--- config.mk ---
export PLATFORM = sky130hd
export DESIGN_NAME = mod_updown_counter_flat
export DESIGN_NICKNAME = d
export VERILOG_FILES = /design/src/rtl/mod_updown_counter_pkg.sv /design/src/rtl/mod_updown_counter_if.sv /design/src/rtl/mod_updown_counter_prescaler.sv /design/src/rtl/mod_updown_counter.sv /design/src/flat_wrapper.sv
export SDC_FILE = /design/constraint.sdc
export NUM_CORES = 1
export LEC_CHECK = 0
export BUFFER_PORTS_ARGS = -buffer_cell sky130_fd_sc_hd__buf_2
export CAP_MARGIN = 25
export CELL_PAD_IN_SITES_DETAIL_PLACEMENT = 0
export CELL_PAD_IN_SITES_GLOBAL_PLACEMENT = 1
export CORE_UTILIZATION = 35
export DETAILED_ROUTE_END_ITERATION = 6
export GPL_ROUTABILITY_DRIVEN = 0
export PLACE_DENSITY_LB_ADDON = 0.1
export SETUP_SLACK_MARGIN = 0.02
export SYNTH_ARGS = -nofsm -noshare
export SYNTH_HDL_FRONTEND = slang
export SYNTH_SLANG_ARGS = --single-unit
export TNS_END_PERCENT = 20
--- constraint.sdc ---
create_clock -name clock -period 2.5 [get_ports clock]
set_input_delay 0.125 -clock clock [delete_from_list [all_inputs] [get_ports clock]]
set_output_delay 0.125 -clock clock [all_outputs]
set_load 0.005 [all_outputs]
--- src/rtl/mod_updown_counter_pkg.sv ---
// Shared types and constants for the up/down counter and its reference model.
package counter_pkg;

  typedef enum logic {
    DIR_DOWN = 1'b0,
    DIR_UP   = 1'b1
  } dir_e;

  // Next-value select codes for the count register.
  localparam logic [1:0] SEL_HOLD = 2'd0;
  localparam logic [1:0] SEL_ZERO = 2'd1;
  localparam logic [1:0] SEL_LOAD = 2'd2;
  localparam logic [1:0] SEL_STEP = 2'd3;

  function automatic int presc_w(input int prescale);
    int w;
    w = $clog2(prescale);
    return (w < 1) ? 1 : w;
  endfunction

endpackage

--- src/rtl/mod_updown_counter_if.sv ---
// Control and status bundle of the up/down counter; the counter is the slave side.
interface mod_updown_counter_if #(
  parameter int WIDTH = 4
);
  logic             clear;
  logic             load;
  logic [WIDTH-1:0] data_in;
  logic             enable;
  logic             up_down;
  logic [WIDTH-1:0] data_out;
  logic             tc;
  logic             wrap;
  logic             ovf_sticky;

  modport master (
    output clear, load, data_in, enable, up_down,
    input  data_out, tc, wrap, ovf_sticky
  );

  modport slave (
    input  clear, load, data_in, enable, up_down,
    output data_out, tc, wrap, ovf_sticky
  );
endinterface

--- src/rtl/mod_updown_counter_prescaler.sv ---
// Divides enabled cycles by PRESCALE; tick is combinational and equals enable when PRESCALE=1.
module counter_prescaler
  import counter_pkg::*;
#(
  parameter int PRESCALE = 1
) (
  input  logic clock,
  input  logic rst,
  input  logic restart,
  input  logic enable,
  output logic tick
);
  localparam int            PW   = presc_w(PRESCALE);
  localparam logic [PW-1:0] LAST = PW'(PRESCALE - 1);
  localparam logic [PW-1:0] ONE  = PW'(1);

  logic [PW-1:0] phase;

  if (PRESCALE < 1 || PRESCALE > 256) begin : g_bad_prescale
    $error("counter_prescaler: PRESCALE out of range 1..256");
  end

  assign tick = enable && (phase == LAST);

  always_ff @(posedge clock) begin
    if (rst || restart) begin
      phase <= '0;
    end else if (enable) begin
      phase <= (phase == LAST) ? '0 : phase + ONE;
    end
  end
endmodule

--- src/rtl/mod_updown_counter.sv ---
// Loadable up/down modulo counter with prescaler, terminal count and wrap flags.
// MOD_UPDOWN_COUNTER_SAT_EN selects saturate-at-limit instead of wrap-around.
module mod_updown_counter
  import counter_pkg::*;
#(
  parameter int          WIDTH    = 4,
  parameter logic [32:0] MOD_MAX  = (33'd1 << WIDTH) - 33'd1,
  parameter int          PRESCALE = 1
) (
  input  logic                 clock,
  input  logic                 rst,
  mod_updown_counter_if.slave  bus
);
  localparam logic [WIDTH:0]   MAX_X = MOD_MAX[WIDTH:0];
  localparam logic [WIDTH-1:0] MAX_W = MOD_MAX[WIDTH-1:0];
  localparam logic [WIDTH:0]   ONE_X = (WIDTH+1)'(1);
  localparam logic [WIDTH-1:0] ONE_W = WIDTH'(1);
`ifdef MOD_UPDOWN_COUNTER_SAT_EN
  localparam bit WRAP_EN = 1'b0;
`else
  localparam bit WRAP_EN = 1'b1;
`endif

  if (WIDTH < 2 || WIDTH > 32) begin : g_bad_width
    $error("mod_updown_counter: WIDTH out of range 2..32");
  end
  if (MOD_MAX >= (33'd1 << WIDTH)) begin : g_bad_mod
    $error("mod_updown_counter: MOD_MAX must be below 2**WIDTH");
  end

  dir_e             dir;
  logic             tick;
  logic [WIDTH-1:0] count;
  logic             wrap_q;
  logic             ovf_q;
  logic [WIDTH:0]   up_x;
  logic             at_limit;
  logic [WIDTH-1:0] step_val;
  logic [WIDTH-1:0] load_val;
  logic [1:0]       sel;

  assign dir = dir_e'(bus.up_down);

  counter_prescaler #(.PRESCALE(PRESCALE)) u_prescaler (
    .clock   (clock),
    .rst     (rst),
    .restart (rst | bus.clear | bus.load),
    .enable  (bus.enable),
    .tick    (tick)
  );

  // The increment is compared one bit wider so a sub-power-of-two modulus never aliases.
  assign up_x     = {1'b0, count} + ONE_X;
  assign at_limit = (dir == DIR_UP) ? (up_x > MAX_X) : (count == '0);
  assign load_val = ({1'b0, bus.data_in} > MAX_X) ? MAX_W : bus.data_in;

  always_comb begin
    step_val = count;
    if (!at_limit) begin
      step_val = (dir == DIR_UP) ? up_x[WIDTH-1:0] : count - ONE_W;
    end else if (WRAP_EN) begin
      step_val = (dir == DIR_UP) ? '0 : MAX_W;
    end
  end

  always_comb begin
    sel = SEL_HOLD;
    if (bus.clear)     sel = SEL_ZERO;
    else if (bus.load) sel = SEL_LOAD;
    else if (tick)     sel = SEL_STEP;
  end

  always_ff @(posedge clock) begin
    if (rst) begin
      count  <= '0;
      wrap_q <= 1'b0;
      ovf_q  <= 1'b0;
    end else begin
      case (sel)
        SEL_ZERO: begin
          count  <= '0;
          wrap_q <= 1'b0;
          ovf_q  <= 1'b0;
        end
        SEL_LOAD: begin
          count  <= load_val;
          wrap_q <= 1'b0;
        end
        SEL_STEP: begin
          count  <= step_val;
          wrap_q <= WRAP_EN && at_limit;
          if (at_limit) ovf_q <= 1'b1;
        end
        default: wrap_q <= 1'b0;
      endcase
    end
  end

  assign bus.data_out   = count;
  assign bus.tc         = (dir == DIR_UP) ? (count == MAX_W) : (count == '0);
  assign bus.wrap       = wrap_q;
  assign bus.ovf_sticky = ovf_q;
endmodule

--- src/flat_wrapper.sv ---
// flat-port wrapper written by rule: the top's interface ports become plain ports
module mod_updown_counter_flat import counter_pkg::*;
#(
  parameter int          WIDTH    = 4,
  parameter logic [32:0] MOD_MAX  = (33'd1 << WIDTH) - 33'd1,
  parameter int          PRESCALE = 1
)
  (clock, rst, bus_clear, bus_load, bus_data_in, bus_enable, bus_up_down, bus_data_out, bus_tc, bus_wrap, bus_ovf_sticky);
  mod_updown_counter_if #(.WIDTH(WIDTH)) bus_i ();
  input  logic clock;
  input  logic rst;
  input wire logic [$bits(bus_i.clear)-1:0] bus_clear;
  input wire logic [$bits(bus_i.load)-1:0] bus_load;
  input wire logic [$bits(bus_i.data_in)-1:0] bus_data_in;
  input wire logic [$bits(bus_i.enable)-1:0] bus_enable;
  input wire logic [$bits(bus_i.up_down)-1:0] bus_up_down;
  output wire logic [$bits(bus_i.data_out)-1:0] bus_data_out;
  output wire logic [$bits(bus_i.tc)-1:0] bus_tc;
  output wire logic [$bits(bus_i.wrap)-1:0] bus_wrap;
  output wire logic [$bits(bus_i.ovf_sticky)-1:0] bus_ovf_sticky;
  assign bus_i.clear = bus_clear;
  assign bus_i.load = bus_load;
  assign bus_i.data_in = bus_data_in;
  assign bus_i.enable = bus_enable;
  assign bus_i.up_down = bus_up_down;
  assign bus_data_out = bus_i.data_out;
  assign bus_tc = bus_i.tc;
  assign bus_wrap = bus_i.wrap;
  assign bus_ovf_sticky = bus_i.ovf_sticky;
  mod_updown_counter #(.WIDTH(WIDTH), .MOD_MAX(MOD_MAX), .PRESCALE(PRESCALE)) u_core (.clock(clock), .rst(rst), .bus(bus_i));
endmodule
Yosys cells after proc, flatten, opt, wreduce, memory -nomap -nowiden
Cells that the tools add are included.
- add/subtract/negate cells: 3
- magnitude comparators: 1
- equal/unequal tests: 5
- muxes and demuxes: 12
- bitwise operators: 4
- reductions and logical operators: 7
- operators with widths (cell ; number):
    two-way mux 4 bit ; 3
    case mux 4 bit (3 select lines) ; 1
    two-way mux 2 bit ; 3
    adder 4 x 1 -> 5 bit, second input constant ; 1
    greater-than comparator 5 x 4 -> 1 bit, second input constant ; 1
    == test 2 bit, second input constant ; 2
    == test 4 bit, second input constant ; 1
    logical NOT 4 bit ; 1
    two-way mux 1 bit ; 4
    subtractor 4 x 1 -> 4 bit, second input constant ; 1
    nonzero test 3 bit ; 1
    == test 2 x 1 -> 1 bit, second input constant ; 1
    inequality test 2 x 1 -> 1 bit, second input constant ; 1
    NOT 1 bit ; 2
    bitwise OR 1 bit ; 2
    case mux 1 bit (2 select lines) ; 1
    AND reduction 2 bit ; 1
    nonzero test 2 bit ; 1
    OR reduction 2 bit ; 1
    adder 1 bit, second input constant ; 1
    logical AND 1 bit ; 1
    logical OR 1 bit ; 1
- bits in registers: 7
- bits of input ports: 10
- word-level logic and storage cells: 36

Longest topological paths before layout
Gate-level depths: netlist of the first run.
- word-level depth: 8
- depth in mapped cells: 6
- depth with buffers taken out: 6

Modules after synthesis
From an unflattened synthesis of the first run, not the netlist that was laid out.
- cell total of the unflattened synthesis: 65
- area total of the unflattened synthesis: 553.0 sq um
- by module, submodules not included (module ; times used ; cells each ; area each (sq um) ; sequential area each (sq um)):
    mod_updown_counter ; 1 ; 64 ; 545.5 ; 120.1
    counter_prescaler ; 1 ; 1 ; 7.5 ; 0.0

Least setup slack after synthesis of the first run
Ideal clock, no wire load.
- path type: register to register
- from: register u_core.count[0], in the netlist u_core.bus.data_out[0]
- to: register u_core.count[0], in the netlist u_core.bus.data_out[0]
- setup time: 0.088 ns
- arrival: 1.477 ns
- setup slack: 0.934 ns
- stages on the path, launching flop included: 7
- period minus slack after synthesis: 1.566 ns
- cell sequence: dfxtp_1 inv_1 ha_1 nand2b_1 nor4_1 a211o_2 o32ai_2
- longest elaborated chain between the ends: 5
- ends and longest elaborated chain (what ; RTL line ; source):
    from (decl) ; mod_updown_counter.sv:33 ; logic [WIDTH-1:0] count;
    from (signal assigned) ; mod_updown_counter.sv:86 ; count <= load_val;
    from (signal assigned) ; mod_updown_counter.sv:90 ; count <= step_val;
    adder 4 x 1 -> 5 bit ; mod_updown_counter.sv:53 ; assign up_x = {1'b0, count} + ONE_X;
    greater-than comparator 5 x 4 -> 1 bit ; mod_updown_counter.sv:54 ; assign at_limit = (dir == DIR_UP) ? (up_x > MAX_X) : (count == '0);
    two-way mux 1 bit ; mod_updown_counter.sv:54 ;
    two-way mux 4 bit (*) ; mod_updown_counter.sv:59 ; if (!at_limit) begin
    case mux 4 bit (3 select lines) (*) ; mod_updown_counter.sv:79 ; case (sel)
Mark *: on every way between the ends. The rest lies on a longest branch, timed or not.
A chain may end at the register's enable or synchronous reset.

Worst setup path in the final report of the first run
- from: register u_core.count[0], in the netlist u_core.bus.data_out[0]
- to: output port bus_tc
- longest elaborated chain between the ends: 2
- ends and longest elaborated chain (what ; RTL line ; source):
    == test 4 bit / logical NOT 4 bit (equally long branches) ; mod_updown_counter.sv:100 ; assign bus.tc = (dir == DIR_UP) ? (count == MAX_W) : (count == '0);
    two-way mux 1 bit (*) ; mod_updown_counter.sv:100 ;
    to (decl) ; flat_wrapper.sv:18 ; output wire logic [$bits(bus_i.tc)-1:0] bus_tc;
Marks and branches as above.

==> out/results.ini, run 1 <==
[run_status]
outcome=finished, final reports clean

[clock_tree]
clock_path_buffers=2
cts.sinks=6
clock_latency_ns=0.24
postCtsSetupBuffers=0
ctsHoldBuffers=0
cts.repair.resized=0
cts_buffers=3
cts_tree=yes
root_buffer=clkbuf_4
clkTransAtPathRegs_ns=0.04
h-tree-depth=1

[timing]
max_freq_mhz=569.5
fin_skew_ns=0.004052
finalSetupViolCount=0
finalCriticalPeriod_ns=1.756
whs_ns=0.1781
rsz0062_at_grt=no
setup_tns_ns=0
relSlewSlack_pct=75.63
timing.final.hold_violations=0
worst_pin_slew_ns=0.3622
maxSlewViolCount=0
fin_crit_sh_pct=70.24

[synthesis]
synthTopCellsByCount=dfxtp_1 (6), inv_1 (5), a21oi_1 (4), o22ai_1 (4), xnor2_1 (4)
syn_inst=54
synth_edf_count=0
synth_seq_area_share_pct=26.16
synth_most_common_cell=dfxtp_1
yosys_warnings=0
async_reset_ff_share_pct=0
syn_avg_cell_area_um2=8.504
synth_xor_area_share_pct=7.629
synth_area_leader_cell=dfxtp_1
synth_simple_gate_area_share_pct=21.53
synth-adder-area-share_pct=8.174
ys_ff_latch=6
synth_area_leaders=dfxtp_1 (26%), ha_1 (8.2%), xnor2_1 (7.6%), o22ai_1 (5.4%), a21oi_1 (4.4%)
synth_top_family_by_area=compound AO/OA/AOI/OAI gates
synth_compound_area_share_pct=23.43
syn-num-nets=67
yosysTopAreaCellShare_pct=26.16
synth_area_um2=459.2
muxShareOfSynthArea_pct=4.632
synth_cell_types=31
synthFlopType=dfxtp_1

[grt]
antenna_found_initial=0
grt_pass1_wl_um=1766
grt_max_degree=10
gr-usage-all-layers_pct=18.10
grt_pass1_vias=399
grt_overflow=0

[floorplan]
fp-row-count=12
dieArea_mm2=0.001461
die-width_um=38.22
core_area_mm2=0.001156
initial_utilization_pct=39.72
num_io_pins=17
die_y_um=38.22

[worst_setup_path]
path_delay_family=simple AND/OR/NAND/NOR gates
cp-start-kind=register
critPathMaxFanout=6
crit_arrival_ns=1.63
cp.required_ns=2.38
slowest_delay_ns=0.41
critPathKind=reg -> out
path_cells=inv_1 -> ha_1 -> nor4b_1 -> or2_2 -> buf_2
path_buf_inv=2
cp_slowest_cell=dfxtp_1
critPathCaptureType=output pin

[worst_hold_path]
hp-class=in -> reg

[place]
io_buffers=16
place_area_um2=536.8
dp_cells=81

[layout]
drive_gt1_share_pct=34.29
area_growth_pct=21.80
fin_area_um2=559.3
antenna_cells=0
nNetsFinal=85
fillers=121
fin_cells=84

[drt]
drc=0
wl_per_cell_um=12.05
vias_per_cell=5.036
postRouteWirelength_um=1012
postRouteAntennaNets=0
dr.pass1.iters=4
vias=423
drt-initial-drc-count=3

[power]
p_leak_nw=0.2469
power_density_mw_per_mm2=455.4
max-vdd-ir-drop_mv=0.1340

[run]
maxCapViolCount=0

power breakdown:
group	switching (mW)	internal (mW)	leakage, nW
sequential	0.00634	0.100	0.0489
clock	0.0354	0.0543	0.0138
combinational	0.0285	0.0301	0.184
total	0.0702	0.184	0.247
stage by stage:
stage / worst slack [ns] / utilization (%) / power, mW
after floorplan: 0.9344 / - / 0.1475
after global placement: 0.8063 / 46.43 / 0.1681
after detailed placement: 0.7951 / 46.43 / 0.1672
after CTS: 0.7185 / 48.38 / 0.2612
after global routing: 0.6590 / 48.38 / 0.2737
final: 0.7441 / 48.38 / 0.2547
layout by cell type (no fill, tap or decap), drive strengths merged, types with 2 or more instances in the layout:
cell / netlist / final
inv: 5 / 5
dfxtp: 6 / 6
buf: 2 / 16
a21oi: 4 / 4
nor3: 2 / 2
clkbuf: 1 / 3
ha: 3 / 3
xnor2: 4 / 4
nor2: 3 / 3
or2: 2 / 2
o22ai: 4 / 4
cell type report:
class	instances	area [µm²]	share of cell area (%)
multi-input cells	40	300.3	53.69
flip-flops and latches	6	120.1	21.48
repair buffers	16	80.08	14.32
clock buffers	3	22.52	4.027
inverters	5	18.77	3.356
well taps	14	17.52	3.132
tightest hold or removal path: stages:
cell and delay, ns:
buf_2 0.07, a21oi_1 0.07, o32ai_2 0.11
cell families (layout without fill, tap and decap cells):
logic type	count (synthesis)	in the layout
muxes	2	2
DFF	6	6
xor gates and xnor gates	4	4
buffers and inverters	8	24
and+or+nand+nor	16	16
adders and majority gates	3	3
AOI/OAI and AO/OA	15	15
sequential cells by signal, summed over array words and instances (netlist names):
register and cells:
u_core.bus.data_out 4, u_core.bus.ovf_sticky 1, u_core.bus.wrap 1
routing by layer:
| layer | vias to the layer above | wire (µm) | GRT usage, % |
|---|---|---|---|
| met4 | 0 | 0 | 8.036 |
| met3 | 0 | 62 | 5.233 |
| met5 | - | 0 | 0 |
| li1 | 228 | - | - |
| met1 | 179 | 503 | 24.73 |
| met2 | 16 | 445 | 25.85 |
final timing paths:
path,from,endpoint,slack (ns),depth (start not counted)
max,u_core.bus.data_out[0]$_SDFFE_PP0P_,bus_tc,0.74,5
min,bus_data_in[0],u_core.bus.data_out[0]$_SDFFE_PP0P_,0.18,3
max reg2reg,u_core.bus.data_out[0]$_SDFFE_PP0P_,u_core.bus.data_out[0]$_SDFFE_PP0P_,0.79,6
min reg2reg,u_core.bus.ovf_sticky$_SDFFE_PP0P_,u_core.bus.ovf_sticky$_SDFFE_PP0P_,0.47,2
Power figures use the tool's default switching activity.
==> inputs of run 2 (changes only) <==
--- a/config.mk
+++ b/config.mk
@@ -5,11 +5,13 @@
 export SDC_FILE = /design/constraint.sdc
 export NUM_CORES = 1
 export LEC_CHECK = 0
+export ABC_AREA = 1
 export BUFFER_PORTS_ARGS = -buffer_cell sky130_fd_sc_hd__buf_2
 export CAP_MARGIN = 25
 export CELL_PAD_IN_SITES_DETAIL_PLACEMENT = 0
 export CELL_PAD_IN_SITES_GLOBAL_PLACEMENT = 1
-export CORE_UTILIZATION = 35
+export CORE_ASPECT_RATIO = 1.4
+export CORE_UTILIZATION = 34
 export DETAILED_ROUTE_END_ITERATION = 6
 export GPL_ROUTABILITY_DRIVEN = 0
 export PLACE_DENSITY_LB_ADDON = 0.1
==> constraint.sdc (replaced) <==
create_clock -name clock -period 1.8 [get_ports clock]
set_input_delay 0.09 -clock clock [delete_from_list [all_inputs] [get_ports clock]]
set_output_delay 0.09 -clock clock [all_outputs]
set_load 0.005 [all_outputs]
==> run 2 against run 1 <==
Net effect: critical endpoint is now u_core.bus.data_out[3]$_SDFFE_PP0P_; wire length rose by 47%; clock power rose by 35%; global-route usage fell by 0.64 points; final cell count rose by 61%; largest cell class unchanged; critical path type is now reg -> reg; worst setup slack got worse by 0.57 ns; non-clock buffer count rose by 1.
==> out/results.ini, run 2 <==
[run_status]
outcome=finished, final reports clean

[floorplan]
dieArea_mm2=0.002014
num_io_pins=17
core_area_mm2=0.001734
die_y_um=52.70
initial_utilization_pct=36.00
fp-row-count=18
die-width_um=38.22

[clock_tree]
h-tree-depth=1
cts.repair.resized=0
clkTransAtPathRegs_ns=0.04
cts_buffers=3
clock_path_buffers=2
root_buffer=clkbuf_4
ctsHoldBuffers=0
cts_tree=yes
postCtsSetupBuffers=0
cts.sinks=6
clock_latency_ns=0.24

[worst_setup_path]
cp.required_ns=1.93
critPathKind=reg -> reg
crit_arrival_ns=1.76
worst-r2r-cell-count=11
critPathMaxFanout=7
r2r-end=u_core.bus.data_out[3]$_SDFFE_PP0P_
r2r_setup_slack_ns=0.17
cp-start-kind=register
rr_startpoint=u_core.bus.data_out[0]$_SDFFE_PP0P_
critPathCaptureType=register
crit_path_start=u_core.bus.data_out[0]$_SDFFE_PP0P_

[synthesis]
syn_avg_cell_area_um2=6.437
synthTopCellsByCount=nand2_1 (28), inv_1 (12), nand3_1 (8), nand2_2 (7)
yosys_warnings=0
syn-num-nets=110
synth_area_leaders=dfxtp_1 (19%), nand2_1 (17%), inv_1 (7.2%), nand2_2 (7.0%), nand3_1 (6.4%)
synth_edf_count=0
synth_most_common_cell=nand2_1
syn_inst=97
yosysTopAreaCellShare_pct=19.24
async_reset_ff_share_pct=0
synth_seq_area_share_pct=19.24
synth_cell_types=20
synth_area_leader_cell=dfxtp_1
synth_area_um2=624.3
synthFlopType=dfxtp_1
ys_ff_latch=6

[timing]
max_freq_mhz=615.0
relSlewSlack_pct=71.60
rsz0062_at_grt=no
setup_tns_ns=0
whs_ns=0.09415
fin_crit_sh_pct=90.34
worst_pin_slew_ns=0.4254
fin_skew_ns=0.0004713
finalCriticalPeriod_ns=1.626
timing.final.hold_violations=0
finalSetupViolCount=0
maxSlewViolCount=0

[grt]
grt_overflow=0
grt_max_degree=10
gr-usage-all-layers_pct=17.46
grt_pass1_vias=584
antenna_found_initial=0
grt_pass1_wl_um=2449

[drt]
postRouteWirelength_um=1486
postRouteAntennaNets=0
drt-initial-drc-count=13
wl_per_cell_um=11.01
vias=612
vias_per_cell=4.533
drc=0
dr.pass1.iters=4

[place]
hpwlAfterDp_um=1233
io_buffers=16

[power]
p_leak_nw=0.4329
max-vdd-ir-drop_mv=0.3334
power_density_mw_per_mm2=532.7

[layout]
antenna_cells=0
nNetsFinal=130
largest_register_ffs=4
drive_gt1_share_pct=40.00
mostFrequentLayoutCells=nand2_1 (28), buf_2 (16), inv_1 (12), nand3_1 (8), nand2_2 (7)
final_common_cell=nand2_1
area_growth_pct=18.64

[run]
maxCapViolCount=0

[worst_hold_path]
hp-class=in -> reg
hold-path-endpoint=u_core.bus.ovf_sticky$_SDFFE_PP0P_
holdPathStages=2
min_from=rst

[run 2: cell types whose count changed after synthesis, sizes merged, moves of 3 or more]
cell,delta
inv,+11
nand2,+36
nand3,+7
nor2,+12
o211ai,+3
o22ai,-4
xnor2,-3
[run 2: worst max path at each step]
stage,depth (start not counted),endpoint,slack (ns)
4_1_cts,7,bus_tc,0.14
5_1_grt,7,bus_tc,0.05
2_1_floorplan,11,u_core.bus.data_out[3]$_SDFFE_PP0P_,0.32
3_5_place_dp,11,u_core.bus.data_out[3]$_SDFFE_PP0P_,0.19
6_report,11,u_core.bus.data_out[3]$_SDFFE_PP0P_,0.17
3_3_place_gp,11,u_core.bus.data_out[3]$_SDFFE_PP0P_,0.27
[run 2: cell type report]
type | instances | area, µm²
well taps | 20 | 25.02
inverters | 16 | 60.06
flip-flops and latches | 6 | 120.1
repair buffers | 17 | 87.58
clock buffers | 3 | 22.52
fillers | 202 | 993.5
multi-input cells | 73 | 425.4
[run 2: stage by stage]
stage	setup slack (ns)	std cells	power (mW)	util, %	instance area [µm²]
after floorplan	0.3176	97	0.2373	-	624.3
after global placement	0.2657	132	0.2770	41.41	718.2
after detailed placement	0.1857	132	0.2767	41.41	718.2
after CTS	0.1448	135	0.4018	42.71	740.7
after global routing	0.05049	135	0.4226	42.71	740.7
final	0.1740	135	0.3946	42.71	740.7
[run 2: report_power, final]
group          switching (mW)  total (mW)  leakage, nW  internal [mW]
clock                  0.0459       0.121       0.0138         0.0753
sequential             0.0134       0.153       0.0490          0.140
combinational          0.0718       0.120        0.370         0.0486
total                   0.131       0.395        0.433          0.263
[run 2: metal layers]
metal  global-route usage, %  share of wire, %  wire (µm)
met2                   32.49                56        835
met3                   1.277               1.4         21
met5                       0                 0          0
met1                   20.05                42        623
met4                   5.357              0.34          5
[run 2: worst max-delay path, cell delays in order (launching register included)]
cell and delay, ns:
dfxtp_1 0.45, inv_1 0.15, ha_1 0.34, nand2_1 0.06
inv_1 0.05, nand2_1 0.08, nor2_4 0.11, nand2_4 0.07
nand2_2 0.06, nor2_2 0.03, nor2_2 0.09, nor2_2 0.04
[run 2: kinds of logic after synthesis]
logic type | synth area share [%]
xor+xnor | 1.403
flops | 19.24
fa+ha+maj | 6.013
simple gates | 52.50
buf+inv | 12.62
compound gates | 8.215
==> inputs of run 3 (changes only) <==
--- a/config.mk
+++ b/config.mk
@@ -6,7 +6,7 @@
 export NUM_CORES = 1
 export LEC_CHECK = 0
 export ABC_AREA = 1
-export BUFFER_PORTS_ARGS = -buffer_cell sky130_fd_sc_hd__buf_2
+export BUFFER_PORTS_ARGS = -buffer_cell sky130_fd_sc_hd__clkbuf_2
 export CAP_MARGIN = 25
 export CELL_PAD_IN_SITES_DETAIL_PLACEMENT = 0
 export CELL_PAD_IN_SITES_GLOBAL_PLACEMENT = 1
==> run 3 against run 2 <==
Net effect: non-clock buffer count stayed put; utilization unchanged; cell area stayed put; worst hold slack improved by 0.0090 ns; wire length is 1.8% lower; worst setup slack better by 0.0097 ns; highest routed layer is now met3.
==> out/results.ini, run 3 (same netlist as run 2, synthesis figures left out) <==
[place]
place_ws_ns=0.1871
io_buffers=16
dp_cells=132
hpwlAfterDp_um=1226

[timing]
finalSetupViolCount=0
timing.final.hold_violations=0
fin_crit_sh_pct=89.80
maxSlewViolCount=0
fin_ws_ns=0.1836
fin_skew_ns=0.002423
setup_tns_ns=0
relSlewSlack_pct=70.64
finalCriticalPeriod_ns=1.616
max_freq_mhz=618.7
worst_pin_slew_ns=0.4397
rsz0062_at_grt=no

[grt]
gr-usage-all-layers_pct=17.19
antenna_found_initial=0
grt_overflow=0
grt_pass1_vias=552
grt_pass1_wl_um=2408
grt_max_degree=10

[layout]
final_common_cell=nand2_1
mostFrequentLayoutCells=nand2_1 (28), clkbuf_2 (16), inv_1 (12), nand3_1 (8), nand2_2 (7)
antenna_cells=0
post-route-util_pct=42.71
largest_register_ffs=4
fin_cells=135
drive_gt1_share_pct=40.00
nNetsFinal=130
area_growth_pct=18.64

[power]
p_leak_nw=0.4301
max-vdd-ir-drop_mv=0.3193
power_density_mw_per_mm2=530.4

[worst_setup_path]
r2r_setup_slack_ns=0.19
cp-start-kind=register
critPathKind=reg -> out
r2r-end=u_core.bus.data_out[3]$_SDFFE_PP0P_
cp.required_ns=1.71
critPathMaxFanout=7
rr_startpoint=u_core.bus.data_out[0]$_SDFFE_PP0P_
crit_arrival_ns=1.53
critPathCaptureType=output pin
worst-r2r-cell-count=11

[drt]
vias_per_cell=4.556
drc=0
dr.pass1.iters=2
drt-initial-drc-count=8
postRouteAntennaNets=0
vias=615
wl_per_cell_um=10.81
postRouteWirelength_um=1459

[clock_tree]
cts_buffers=3
clkTransAtPathRegs_ns=0.04
root_buffer=clkbuf_4
cts.repair.resized=0
clock_path_buffers=2
cts.sinks=6
cts_tree=yes
h-tree-depth=1
postCtsSetupBuffers=0
clock_latency_ns=0.24
ctsHoldBuffers=0

[floorplan]
die-width_um=38.22
initial_utilization_pct=36.00
core_area_mm2=0.001734
num_io_pins=17
die_y_um=52.70
fp-row-count=18
dieArea_mm2=0.002014

[run]
maxCapViolCount=0

[worst_hold_path]
hold-path-endpoint=u_core.bus.ovf_sticky$_SDFFE_PP0P_
min_from=rst
hp-class=in -> reg
holdPathStages=2

[run_status]
outcome=finished, final reports clean

[run 3: cell type report]
cell class | instances | area, µm²
fill | 210 | 993.5
inverter | 16 | 60.06
multi-input combinational | 73 | 425.4
sequential | 6 | 120.1
timing repair buffer | 17 | 87.58
tap | 20 | 25.02
clock buffer | 3 | 22.52
[run 3: power by group]
group | internal, mW | switching [mW] | leakage, nW
Combinational | 0.0485 | 0.0711 | 0.367
Clock | 0.0752 | 0.0450 | 0.0138
Sequential | 0.140 | 0.0135 | 0.0490
[run 3: how the worst max path moves through the flow]
stage                                        start                                   to  slack [ns]  cells past startpoint
2_1_floorplan  u_core.bus.data_out[0]$_SDFFE_PP0P_  u_core.bus.data_out[3]$_SDFFE_PP0P_        0.32                     11
3_3_place_gp   u_core.bus.data_out[0]$_SDFFE_PP0P_  u_core.bus.data_out[3]$_SDFFE_PP0P_        0.26                     11
3_5_place_dp   u_core.bus.data_out[0]$_SDFFE_PP0P_  u_core.bus.data_out[3]$_SDFFE_PP0P_        0.19                     11
4_1_cts        u_core.bus.data_out[0]$_SDFFE_PP0P_                               bus_tc        0.15                      7
5_1_grt        u_core.bus.data_out[0]$_SDFFE_PP0P_  u_core.bus.data_out[3]$_SDFFE_PP0P_        0.04                     11
6_report       u_core.bus.data_out[0]$_SDFFE_PP0P_                               bus_tc        0.18                      7
[run 3: critical path, cell delays in order, from the launching register on]
cell,delay (ns)
dfxtp_1,0.45
inv_1,0.15
ha_1,0.25
inv_1,0.07
nor2_1,0.04
nand2_1,0.11
nand2_1,0.09
clkbuf_2,0.12
[run 3: metrics by stage]
| step | total power, mW | area, µm² | hold WS, ns |
|---|---|---|---|
| floorplan | 0.2373 | 624.3 | 0.1524 |
| global placement | 0.2772 | 718.2 | 0.3430 |
| detailed placement | 0.2770 | 718.2 | 0.3559 |
| CTS | 0.4026 | 740.7 | 0.09852 |
| global route | 0.4245 | 740.7 | 0.1062 |
| finish | 0.3928 | 740.7 | 0.1031 |
[run 3: metal layers]
| layer | wire length, µm | track usage [%] | part of all wire [%] |
|---|---|---|---|
| met1 | 592 | 20.51 | 41 |
| met2 | 844 | 31.92 | 58 |
| met3 | 22 | 1.277 | 1.5 |
| met4 | 0 | 3.571 | 0 |
| met5 | 0 | 0 | 0 |
